[config.mk]
export PLATFORM = sky130hd
export DESIGN_NAME = nebula_link_tx_flat
export DESIGN_NICKNAME = d
export VERILOG_FILES = /design/src/rtl/nebula_link_tx_if.sv /design/src/rtl/nebula_link_tx.sv /design/src/flat_wrapper.sv
export SDC_FILE = /design/constraint.sdc
export NUM_CORES = 1
export LEC_CHECK = 0
export CORE_MARGIN = 4
export CORE_UTILIZATION = 43
export CTS_BUF_LIST = sky130_fd_sc_hd__clkbuf_8
export DETAILED_ROUTE_END_ITERATION = 7
export MAX_ROUTING_LAYER = met4
export PLACE_DENSITY_LB_ADDON = 0.2
export SLEW_MARGIN = 0
export SYNTH_ARGS = -nofsm -noshare
export SYNTH_HDL_FRONTEND = slang
export SYNTH_SLANG_ARGS = --single-unit
[constraint.sdc]
create_clock -name clk -period 3.64 [get_ports clk]
set_input_delay 0.728 -clock clk [delete_from_list [all_inputs] [get_ports clk]]
set_output_delay 0.728 -clock clk [all_outputs]
set_load 0.005 [all_outputs]
[src/rtl/nebula_link_tx_if.sv]
// Link transmit port bundle: upstream FIFO read side, link output side and status.
// master is the transmit stage; slave is the environment around it.
interface nebula_link_tx_if #(
  parameter int unsigned DATA_WIDTH = 16,
  parameter int unsigned CREDITS    = 4
);
  localparam int unsigned CntWidth = $clog2(CREDITS + 1);

  logic                  fifo_empty;
  logic [DATA_WIDTH-1:0] fifo_rd_data;
  logic                  fifo_rd_en;
  logic                  link_en;
  logic                  credit_in;
  logic                  out_valid;
  logic [DATA_WIDTH-1:0] out_data;
  logic [CntWidth-1:0]   credit_count;
  logic                  pkt_active;
  logic                  proto_err;
  logic                  credit_err;

  modport master (
    input  fifo_empty, fifo_rd_data, link_en, credit_in,
    output fifo_rd_en, out_valid, out_data, credit_count, pkt_active, proto_err, credit_err
  );

  modport slave (
    output fifo_empty, fifo_rd_data, link_en, credit_in,
    input  fifo_rd_en, out_valid, out_data, credit_count, pkt_active, proto_err, credit_err
  );
endinterface

[src/rtl/nebula_link_tx.sv]
// Credit-based link transmitter: pops a show-ahead FIFO, spends one credit per flit,
// keeps packets atomic across link disables and flags framing/credit violations.
module nebula_link_tx #(
  parameter int unsigned DATA_WIDTH = 16,
  parameter int unsigned CREDITS    = 4
) (
  input  logic             clk,
  input  logic             rst,
  nebula_link_tx_if.master bus
);
  localparam int unsigned CntWidth = $clog2(CREDITS + 1);
  localparam logic [CntWidth-1:0] CreditMax = CntWidth'(CREDITS);
  localparam logic [CntWidth-1:0] CreditOne = CntWidth'(1);

  typedef enum logic {StIdle, StActive} state_e;
  typedef enum logic [1:0] {FlitHead = 2'b00, FlitBody = 2'b01, FlitTail = 2'b10,
                            FlitSingle = 2'b11} flit_type_e;

  state_e                state_q, state_d;
  logic [CntWidth-1:0]   credit_q, credit_d;
  logic                  out_valid_q;
  logic [DATA_WIDTH-1:0] out_data_q;
  logic                  proto_err_q, proto_err_d;
  logic                  credit_err_q, credit_err_d;
  logic                  start_ok;
  logic                  send;
  flit_type_e            flit_type;

  assign flit_type = flit_type_e'(bus.fifo_rd_data[DATA_WIDTH-1 -: 2]);

  // An open packet always drains; link_en only gates the start of a new one.
  assign start_ok       = (state_q == StActive) || bus.link_en;
  assign send           = !bus.fifo_empty && (credit_q != '0) && start_ok;
  assign bus.fifo_rd_en = send && !rst;

  always_comb begin
    state_d     = state_q;
    proto_err_d = proto_err_q;
    if (send) begin
      unique case (flit_type)
        FlitHead: begin
          if (state_q == StActive) proto_err_d = 1'b1;
          state_d = StActive;
        end
        FlitBody: begin
          if (state_q == StIdle) proto_err_d = 1'b1;
        end
        FlitTail: begin
          if (state_q == StIdle) proto_err_d = 1'b1;
          state_d = StIdle;
        end
        FlitSingle: begin
          if (state_q == StActive) proto_err_d = 1'b1;
          state_d = StIdle;
        end
      endcase
    end
  end

  // A returned credit with the counter already full is a receiver protocol error.
  always_comb begin
    credit_d     = credit_q;
    credit_err_d = credit_err_q;
    if (send && !bus.credit_in) begin
      credit_d = credit_q - CreditOne;
    end else if (!send && bus.credit_in) begin
      if (credit_q == CreditMax) begin
        credit_err_d = 1'b1;
      end else begin
        credit_d = credit_q + CreditOne;
      end
    end
  end

  always_ff @(posedge clk or posedge rst) begin
    if (rst) begin
      state_q      <= StIdle;
      credit_q     <= CreditMax;
      out_valid_q  <= 1'b0;
      out_data_q   <= '0;
      proto_err_q  <= 1'b0;
      credit_err_q <= 1'b0;
    end else begin
      state_q      <= state_d;
      credit_q     <= credit_d;
      out_valid_q  <= send;
      if (send) out_data_q <= bus.fifo_rd_data;
      proto_err_q  <= proto_err_d;
      credit_err_q <= credit_err_d;
    end
  end

  assign bus.out_valid    = out_valid_q;
  assign bus.out_data     = out_data_q;
  assign bus.credit_count = credit_q;
  assign bus.pkt_active   = (state_q == StActive);
  assign bus.proto_err    = proto_err_q;
  assign bus.credit_err   = credit_err_q;
endmodule

[src/flat_wrapper.sv]
// flat-port wrapper written by rule: the top's interface ports become plain ports
module nebula_link_tx_flat 
#(
  parameter int unsigned DATA_WIDTH = 16,
  parameter int unsigned CREDITS    = 4
)
  (clk, rst, bus_fifo_empty, bus_fifo_rd_data, bus_link_en, bus_credit_in, bus_fifo_rd_en, bus_out_valid, bus_out_data, bus_credit_count, bus_pkt_active, bus_proto_err, bus_credit_err);
  nebula_link_tx_if #(.DATA_WIDTH(DATA_WIDTH), .CREDITS(CREDITS)) bus_i ();
  input  logic clk;
  input  logic rst;
  input wire logic [$bits(bus_i.fifo_empty)-1:0] bus_fifo_empty;
  input wire logic [$bits(bus_i.fifo_rd_data)-1:0] bus_fifo_rd_data;
  input wire logic [$bits(bus_i.link_en)-1:0] bus_link_en;
  input wire logic [$bits(bus_i.credit_in)-1:0] bus_credit_in;
  output wire logic [$bits(bus_i.fifo_rd_en)-1:0] bus_fifo_rd_en;
  output wire logic [$bits(bus_i.out_valid)-1:0] bus_out_valid;
  output wire logic [$bits(bus_i.out_data)-1:0] bus_out_data;
  output wire logic [$bits(bus_i.credit_count)-1:0] bus_credit_count;
  output wire logic [$bits(bus_i.pkt_active)-1:0] bus_pkt_active;
  output wire logic [$bits(bus_i.proto_err)-1:0] bus_proto_err;
  output wire logic [$bits(bus_i.credit_err)-1:0] bus_credit_err;
  assign bus_i.fifo_empty = bus_fifo_empty;
  assign bus_i.fifo_rd_data = bus_fifo_rd_data;
  assign bus_i.link_en = bus_link_en;
  assign bus_i.credit_in = bus_credit_in;
  assign bus_fifo_rd_en = bus_i.fifo_rd_en;
  assign bus_out_valid = bus_i.out_valid;
  assign bus_out_data = bus_i.out_data;
  assign bus_credit_count = bus_i.credit_count;
  assign bus_pkt_active = bus_i.pkt_active;
  assign bus_proto_err = bus_i.proto_err;
  assign bus_credit_err = bus_i.credit_err;
  nebula_link_tx #(.DATA_WIDTH(DATA_WIDTH), .CREDITS(CREDITS)) u_core (.clk(clk), .rst(rst), .bus(bus_i));
endmodule
### Word-level counts from Yosys, hierarchy flattened

Cells that the tools add are included.

| storage, ports and cells | value |
|---|---|
| register bits | 23 |
| latch bits | 0 |
| bits in writable memories | 0 |
| ROM bits | 0 |
| output and inout bits | 24 |
| logic and storage cells | 44 |
| memories kept | 0 |

| cells by class | value |
|---|---|
| $add $sub $neg | 2 |
| multipliers | 0 |
| divide/modulo/power cells | 0 |
| magnitude comparators | 0 |
| equal/unequal tests | 7 |
| shift-type cells | 0 |
| multiplexer cells | 7 |
| bitwise operators | 1 |
| reduce and logical (&&, ||, !) cells | 21 |

Operators by type and width:

| cell | count |
|---|---|
| 3-bit 2-to-1 mux | 3 |
| 3-bit AND reduction | 2 |
| 2-bit OR reduction | 3 |
| 1-bit logical AND | 5 |
| 2-bit == test, second input constant | 2 |
| 1-bit logical NOT | 4 |
| 2-bit by 1-bit inequality test with 1-bit output, second input constant | 2 |
| 1-bit case mux with 2 select lines | 2 |
| 2-bit AND reduction | 2 |
| 2-bit nonzero test | 2 |
| 3-bit by 1-bit adder with 3-bit output, second input constant | 1 |
| 3-bit == test, second input constant | 1 |
| 3-bit nonzero test | 1 |
| 3-bit by 1-bit subtractor with 3-bit output, second input constant | 1 |
| 2-bit by 1-bit == test with 1-bit output, second input constant | 1 |
| 2-bit logical NOT | 1 |
| 1-bit 2-to-1 mux | 2 |
| 2-bit inequality test, second input constant | 1 |
| 1-bit logical OR | 1 |
| 1-bit inverter | 1 |

### Longest topological paths before layout

Gate-level depths: netlist of the first run.

| depth | value |
|---|---|
| depth in word-level cells | 7 |
| depth in mapped cells | 11 |

### Least setup slack after synthesis of the first run

Ideal clock, no wire load.

| path | value |
|---|---|
| kind | input to register |
| from | in bus_fifo_empty |
| to | reg u_core.credit_q[2] (netlist: u_core.bus.credit_count[2]) |
| data arrival time | 2.637 ns |
| required time | 3.554 ns |
| setup slack | 0.917 ns |
| stages on the path | 10 |
| buffers on the path | 2 |
| cell sequence | or3_1 -> buf_6 -> inv_8 -> buf_12 -> ha_1 -> inv_1 -> fa_1 -> or2_2 -> o21ai_0 -> a31oi_1 |

| on the way | value |
|---|---|
| word-level cells in the longest chain between the ends | 7 |

RTL lines:

| what | RTL line | source |
|---|---|---|
| start, declared | flat_wrapper.sv:11 | `input wire logic [$bits(bus_i.fifo_empty)-1:0] bus_fifo_empty;` |
| 1-bit logical NOT (*) | nebula_link_tx.sv:33 | `assign send = !bus.fifo_empty && (credit_q != '0) && start_ok;` |
| 1-bit logical AND (*) (2 in a row) | nebula_link_tx.sv:33 |  |
| named net u_core.send | nebula_link_tx.sv:26 | `logic send;` |
| 1-bit logical NOT | nebula_link_tx.sv:66 | `end else if (!send && bus.credit_in) begin` |
| 1-bit logical AND | nebula_link_tx.sv:66 |  |
| 2-bit nonzero test (no line) | - |  |
| 2-bit AND reduction (no line) | - |  |
| end signal, assigned | nebula_link_tx.sv:78 | `credit_q <= CreditMax;` |
| end signal, assigned | nebula_link_tx.sv:85 | `credit_q <= credit_d;` |
| end, declared | nebula_link_tx.sv:20 | `logic [CntWidth-1:0] credit_q, credit_d;` |

Mark *: on every way through the listed nets, which the timed path passes. The rest lies on a longest branch.
A chain may end at the register's enable or synchronous reset.

### Worst setup path in the final report of the first run

| path | value |
|---|---|
| from | in bus_link_en |
| to | reg u_core.credit_q[2] (netlist: u_core.bus.credit_count[2]) |

| on the way | value |
|---|---|
| word-level cells in the longest chain between the ends | 6 |

RTL lines:

| what | RTL line | source |
|---|---|---|
| start, declared | flat_wrapper.sv:13 | `input wire logic [$bits(bus_i.link_en)-1:0] bus_link_en;` |
| 1-bit logical OR (*) | nebula_link_tx.sv:32 | `assign start_ok = (state_q == StActive) \|\| bus.link_en;` |
| 1-bit logical AND (*) | nebula_link_tx.sv:33 |  |
| 1-bit logical NOT | nebula_link_tx.sv:66 |  |
| 1-bit logical AND | nebula_link_tx.sv:66 |  |
| 2-bit nonzero test (no line) | - |  |
| 2-bit AND reduction (no line) | - |  |

Every way passes the cells marked *; elsewhere a longest branch is shown, timed or not.

==> flow_summary.yaml, run 1 <==
route:
  routed_via_density: 4.94
  detailed_route_wl_um: 2280
  drt_first_iter_violations: 16
  firstDrtPassIters: 4
  route.detailed.wl_per_inst_um: 15.1
  postRouteAntennaNets: 0
  detail_route.drc_violations: 0
  dr_total_vias: 746
floorplan:
  design.core.area_um2: 2300
  die_w_um: 58.1
  die_area_um2: 3370
  floorplan.rows: 17
  floorplan.initialDensity: 0.469
  floorplan.die.height_um: 58.1
  num_io_pins: 45
logic_synthesis:
  post_synth_inst_count: 77
  syn_nets: 104
  summed_instance_area_of_the_synthesized_netlist_um2: 1080
  synth_area_leader_cell: "sky130_fd_sc_hd__dfrtp_1"
  synth.ff_latch_count: 23
  synthTopCellsByArea: "sky130_fd_sc_hd__dfrtp_1 51%, sky130_fd_sc_hd__mux2_4 11%, sky130_fd_sc_hd__mux2_2 8.4%, sky130_fd_sc_hd__ha_1 5.8%, sky130_fd_sc_hd__inv_1 2.8%"
  synth_sequential_area_ratio: 0.535
  post_synth_num_cell_types: 26
  yosysWarnings: 0
  syn_avg_cell_area_um2: 14.0
  synth.top_cell.area_share: 0.510
setup_path:
  cp_top_family: "simple AND/OR/NAND/NOR gates"
  crit_arrival_ns: 3.31
  path_cells: "clkdlybuf4s50_1, nor2_1, or3_1, inv_8, ha_1, inv_1, fa_1, or2_2, o21ai_0, a31oi_1"
  path_class: "input pin to register"
  critPathSlowestCell: "sky130_fd_sc_hd__or3_1"
  critical_path.n_buffers_inverters: 3
  worst_r2r_startpoint: "u_core.bus.credit_count[2]$_DFFE_PP1P_"
  cp_max_fo: 17
  crit_start_category: "input pin"
  cell_depth_of_the_worst_flop_to_flop_path: 9
  setup.reg_to_reg.worst_slack_ns: 0.77
  timing.critical_path.slowest_cell_delay_ns: 0.48
  worst-endpoint-required_ns: 3.83
  cp-end-kind: "register"
  worstSetupStartpoint: "bus_link_en"
  worstReg2RegEnd: "u_core.bus.credit_count[2]$_DFFE_PP1P_"
hold_path:
  hold_class: "register to register"
  hold_depth: 1
  whs_endpoint: "u_core.bus.proto_err$_DFFE_PP0P_"
  timing.hold.worst.start: "u_core.bus.proto_err$_DFFE_PP0P_"
power_and_ir_drop:
  vdd_drop_max_mv: 0.409
  p_per_area_nw_per_um2: 716
  power_leakage_nw: 0.691
cells_and_area:
  most_used_cells_in_the_layout_excluding_fill_and_tap_cells: "44 x sky130_fd_sc_hd__clkdlybuf4s50_1, 22 x sky130_fd_sc_hd__dfrtp_1, 8 x sky130_fd_sc_hd__inv_1, 8 x sky130_fd_sc_hd__mux2_4, 8 x sky130_fd_sc_hd__mux2_2"
  fin_util: 0.683
  syn2layout_area_growth_pct: 45.5
  final_cell_count_no_fill: 151
  fillerInstances: 181
  antennaDiodeCount: 0
  final_layout_size_suffix_gt1_frac: 0.203
  mostFrequentLayoutCell: "sky130_fd_sc_hd__clkdlybuf4s50_1"
  finalNetCount: 151
clock_network:
  cts.repair.resized: 0
  clock_tree_from_tritoncts: "done"
  path_clk_slew_ns: 0.08
  clock_sink_count: 23
  cts_hold_buffers: 0
  clock_tree.htree_level_count: 1
  clock_latency_late_sink_ns: 0.26
  cts_made_buffers: 3
  cts.repair_timing.setup_buffer_count: 0
  clock_root_buffer: "sky130_fd_sc_hd__clkbuf_8"
  clk_path_buf_depth: 2
timing:
  setup_violations: 0
  setup_total_negative_slack_ns: 0
  max_slew.worst_pin.slew_ns: 0.860
  hold_viol: 0
  achievable-frequency_ghz: 0.321
  max-slew-margin-rel: 0.426
  finalWorstPathRequiredPeriod_ns: 3.12
  worst_clock_skew_ns: 0.00388
  slew_viol_final: 0
  timing.hold.ws_ns: 0.480
  unrepaired_setup_endpoints_after_global_routing: "false"
  timing.final.crit_share: 0.856
placement:
  placed_cells: 147
  numPortBuffers: 44
  dp_hpwl_um: 1750
  rd_place_congestion: 0.766
job:
  drv_cap: 0
global_route:
  antenna_found_initial: 0
  grt_pass1_wl_um: 3750
  grt_overflow_total: 0
  grt_util_all_layers: 0.151
  first_global_vias: 836
  largest_net_degree_at_the_start_of_global_routing: 24
outcome:
  status: "finished clean"
-- per-layer routing --
layer	vias up	global-route usage	share of wire
li1	356	-	-
met1	352	0.164	0.41
met2	32	0.248	0.50
met3	6	0.0468	0.070
met4	0	0.0762	0.020
met5	-	-	0
-- power by group --
| group | switching [W] | internal, W |
|---|---|---|
| clock | 0.0000830 | 0.0000764 |
| combinational | 0.000168 | 0.000350 |
| sequential | 0.0000784 | 0.000368 |
-- flip-flops by register name (all words and copies together) (netlist names) --
name,count
u_core.bus.credit_err,1
u_core.bus.out_valid,1
u_core.bus.out_data,16
u_core.bus.pkt_active,1
u_core.bus.credit_count,3
u_core.bus.proto_err,1
-- area by class of cell --
class                           count  area (µm²)  area share
Sequential cell                    23         577       0.368
Timing Repair Buffer               44         440       0.281
Multi-Input combinational cell     43         429       0.274
Clock buffer                        3        41.3      0.0263
Inverter                            9        41.3      0.0263
Tap cell                           28        35.0      0.0223
Clock inverter                      1        5.00     0.00319
-- through the flow --
stage / setup slack (ns) / total power [W] / area [µm²]
global placement: 0.407 / 0.000959 / 1520
finish: 0.525 / 0.00112 / 1570
detailed placement: 0.259 / 0.000973 / 1520
CTS: 0.537 / 0.00114 / 1570
floorplan: 0.917 / 0.000697 / 1080
global route: 0.395 / 0.00120 / 1570
-- how the worst max path moves through the flow --
stage	endpoint	slack (ns)	cells after the start
final	u_core.bus.credit_count[2]$_DFFE_PP1P_	0.52	10
after global routing	u_core.bus.credit_count[2]$_DFFE_PP1P_	0.40	10
after CTS	u_core.bus.credit_count[2]$_DFFE_PP1P_	0.54	10
after detailed placement	u_core.bus.credit_count[2]$_DFFE_PP1P_	0.26	10
after global placement	u_core.bus.credit_count[2]$_DFFE_PP1P_	0.41	10
after floorplan	u_core.bus.credit_count[2]$_DFFE_PP1P_	0.92	10
-- synthesized netlist by cell type --
cell,count
sky130_fd_sc_hd__a21o_1,1
sky130_fd_sc_hd__a21o_2,1
sky130_fd_sc_hd__a21oi_1,3
sky130_fd_sc_hd__a311oi_1,1
sky130_fd_sc_hd__a31oi_1,1
sky130_fd_sc_hd__a41o_1,1
sky130_fd_sc_hd__buf_12,1
sky130_fd_sc_hd__buf_6,1
sky130_fd_sc_hd__dfrtp_1,22
sky130_fd_sc_hd__dfstp_2,1
sky130_fd_sc_hd__fa_1,1
sky130_fd_sc_hd__ha_1,5
sky130_fd_sc_hd__inv_1,8
sky130_fd_sc_hd__inv_8,1
sky130_fd_sc_hd__mux2_2,8
sky130_fd_sc_hd__mux2_4,8
sky130_fd_sc_hd__nand2_1,1
sky130_fd_sc_hd__nor2_1,3
sky130_fd_sc_hd__nor3_1,1
sky130_fd_sc_hd__o21ai_0,1
sky130_fd_sc_hd__o31ai_1,1
sky130_fd_sc_hd__o41ai_1,1
sky130_fd_sc_hd__or2_2,1
sky130_fd_sc_hd__or3_1,1
sky130_fd_sc_hd__or3b_2,1
sky130_fd_sc_hd__xnor2_1,2
-- cells by family after synthesis --
logic type / after synthesis / share of synthesized area
compound gates: 11 / 0.0719
buf+inv: 11 / 0.0673
fa+ha+maj: 6 / 0.0766
simple gates: 8 / 0.0383
xor+xnor: 2 / 0.0162
mux: 16 / 0.195
flops: 23 / 0.535
Power figures use the tool's default switching activity.
==> inputs of run 2 (changes only) <==
--- a/config.mk
+++ b/config.mk
@@ -9,6 +9,7 @@
 export CORE_UTILIZATION = 43
 export CTS_BUF_LIST = sky130_fd_sc_hd__clkbuf_8
 export DETAILED_ROUTE_END_ITERATION = 7
+export GPL_TIMING_DRIVEN = 0
 export MAX_ROUTING_LAYER = met4
 export PLACE_DENSITY_LB_ADDON = 0.2
 export SLEW_MARGIN = 0
==> run 2 against run 1 <==
  * Highest routed layer unchanged
  * Sequential power hardly changed
  * Non-clock buffer count is 2 higher
  * Via count is 2.0% higher
  * Critical path type unchanged
  * Largest power group unchanged
  * Wire length is 2.3% lower
==> flow_summary.yaml, run 2 (synthesis gave the netlist of run 1 again) <==
outcome:
  status: "finished clean"
power_and_ir_drop:
  cell_internal_pwr_w: 0.000808
  vdd_drop_max_mv: 0.421
  p_seq_frac: 0.394
  clkPwrFrac: 0.131
  sw_share: 0.285
  power.share.combinational: 0.475
  power_leakage_nw: 0.707
  net_switching_power_w: 0.000322
  p_per_area_nw_per_um2: 707
setup_path:
  worst-endpoint-required_ns: 3.82
  crit_arrival_ns: 3.21
  path_class: "input pin to register"
  cp-end-kind: "register"
  crit_start_category: "input pin"
  cp_max_fo: 11
floorplan:
  floorplan.initialDensity: 0.469
  design.core.area_um2: 2300
  floorplan.rows: 17
  die_area_um2: 3370
  die_w_um: 58.1
  floorplan.die.height_um: 58.1
  num_io_pins: 45
timing:
  hold_viol: 0
  max-slew-margin-rel: 0.421
  timing.final.crit_share: 0.832
  slew_viol_final: 0
  max_slew.worst_pin.slew_ns: 0.868
  setup_total_negative_slack_ns: 0
  worst_clock_skew_ns: 0.00520
  setup_violations: 0
  finalWorstPathRequiredPeriod_ns: 3.03
  achievable-frequency_ghz: 0.330
  unrepaired_setup_endpoints_after_global_routing: "false"
placement:
  rd_place_congestion: 0.770
  numPortBuffers: 44
  dp_hpwl_um: 1710
  placed_cells: 149
global_route:
  grt_util_all_layers: 0.148
  largest_net_degree_at_the_start_of_global_routing: 24
  antenna_found_initial: 0
  grt_pass1_wl_um: 3790
  grt_overflow_total: 0
  first_global_vias: 875
clock_network:
  cts_made_buffers: 3
  clk_path_buf_depth: 2
  clock_latency_late_sink_ns: 0.25
  clock_tree_from_tritoncts: "done"
  cts.repair_timing.setup_buffer_count: 0
  cts_hold_buffers: 0
  clock_root_buffer: "sky130_fd_sc_hd__clkbuf_8"
  path_clk_slew_ns: 0.08
  clock_sink_count: 23
  cts.repair.resized: 0
  clock_tree.htree_level_count: 1
route:
  routed_via_density: 4.97
  firstDrtPassIters: 2
  route.detailed.wl_per_inst_um: 14.5
  drt_first_iter_violations: 7
  postRouteAntennaNets: 0
  detailed_route_wl_um: 2220
  detail_route.drc_violations: 0
  dr_total_vias: 761
cells_and_area:
  final_cell_count_no_fill: 153
  fillerInstances: 190
  syn2layout_area_growth_pct: 48.3
  fin_util: 0.696
  antennaDiodeCount: 0
  largest_reg_flops: 16
  finalNetCount: 153
  most_used_cells_in_the_layout_excluding_fill_and_tap_cells: "44 x sky130_fd_sc_hd__clkdlybuf4s50_1, 22 x sky130_fd_sc_hd__dfrtp_1, 9 x sky130_fd_sc_hd__inv_1"
  mostFrequentLayoutCell: "sky130_fd_sc_hd__clkdlybuf4s50_1"
  final_layout_size_suffix_gt1_frac: 0.208
job:
  drv_cap: 0
hold_path:
  hold_class: "register to register"
run 2: changes by cell type in the layout (fill, tap and decap cells not counted), sizes merged:
cell and delta:
clkinv -1, buf +2, inv +1
run 2: through the flow:
step / cell area [µm²] / worst slack [ns] / total power [W] / hold WS [ns]
after global routing: 1600 / 0.431 / 0.00121 / 0.521
after global placement: 1550 / 0.370 / 0.000970 / 0.462
after floorplan: 1080 / 0.917 / 0.000697 / 0.451
after detailed placement: 1550 / 0.333 / 0.000991 / 0.459
after CTS: 1600 / 0.608 / 0.00115 / 0.481
final: 1600 / 0.612 / 0.00113 / 0.477
run 2: area by class of cell:
cell class / count / area (µm²) / area share
Sequential cell: 23 / 577 / 0.361
Timing Repair Buffer: 44 / 440 / 0.275
Multi-Input combinational cell: 43 / 429 / 0.268
Clock buffer: 3 / 41.3 / 0.0258
Inverter: 9 / 41.3 / 0.0258
Tap cell: 28 / 35.0 / 0.0219
Buffer: 2 / 31.3 / 0.0196
Clock inverter: 1 / 3.75 / 0.00235
run 2: power by group through the flow:
stage                     clock network, W  registers, W  logic, W
final                             0.000148      0.000445  0.000536
after global routing              0.000166      0.000461  0.000584
after CTS                         0.000154      0.000445  0.000547
after detailed placement                 0      0.000450  0.000541
after global placement                   0      0.000442  0.000528
after floorplan                          0      0.000450  0.000247
run 2: per-layer routing:
layer,track usage,up-vias,share of wire
li1,-,360,-
met1,0.175,374,0.41
met2,0.263,25,0.53
met3,0.0312,2,0.058
met4,0.0232,0,0.0045
met5,-,-,0
run 2: path summary, 6_finish.rpt:
kind / slack [ns] / depth (start not counted) / start / endpoint
worst max register to register: 0.87 / 11 / u_core.bus.credit_count[2]$_DFFE_PP1P_ / u_core.bus.credit_count[2]$_DFFE_PP1P_
worst min-delay path: 0.48 / 1 / u_core.bus.proto_err$_DFFE_PP0P_ / u_core.bus.proto_err$_DFFE_PP0P_
worst min register to register: 0.48 / 1 / u_core.bus.proto_err$_DFFE_PP0P_ / u_core.bus.proto_err$_DFFE_PP0P_
worst max-delay path: 0.61 / 12 / bus_link_en / u_core.bus.credit_count[2]$_DFFE_PP1P_
min in group asynchronous: 0.98 / 2 / rst / u_core.bus.credit_count[1]$_DFFE_PP0P_
max in group asynchronous: 2.12 / 2 / rst / u_core.bus.out_data[1]$_DFFE_PP0P_
run 2: worst max-delay path: stages:
cell	delay, ns
sky130_fd_sc_hd__clkdlybuf4s50_1	0.45
sky130_fd_sc_hd__nor2_1	0.04
sky130_fd_sc_hd__or3_1	0.32
sky130_fd_sc_hd__buf_6	0.15
sky130_fd_sc_hd__inv_8	0.08
sky130_fd_sc_hd__buf_12	0.14
sky130_fd_sc_hd__ha_1	0.25
sky130_fd_sc_hd__inv_1	0.12
sky130_fd_sc_hd__fa_1	0.42
sky130_fd_sc_hd__or2_2	0.28
sky130_fd_sc_hd__o21ai_0	0.14
sky130_fd_sc_hd__a31oi_1	0.10
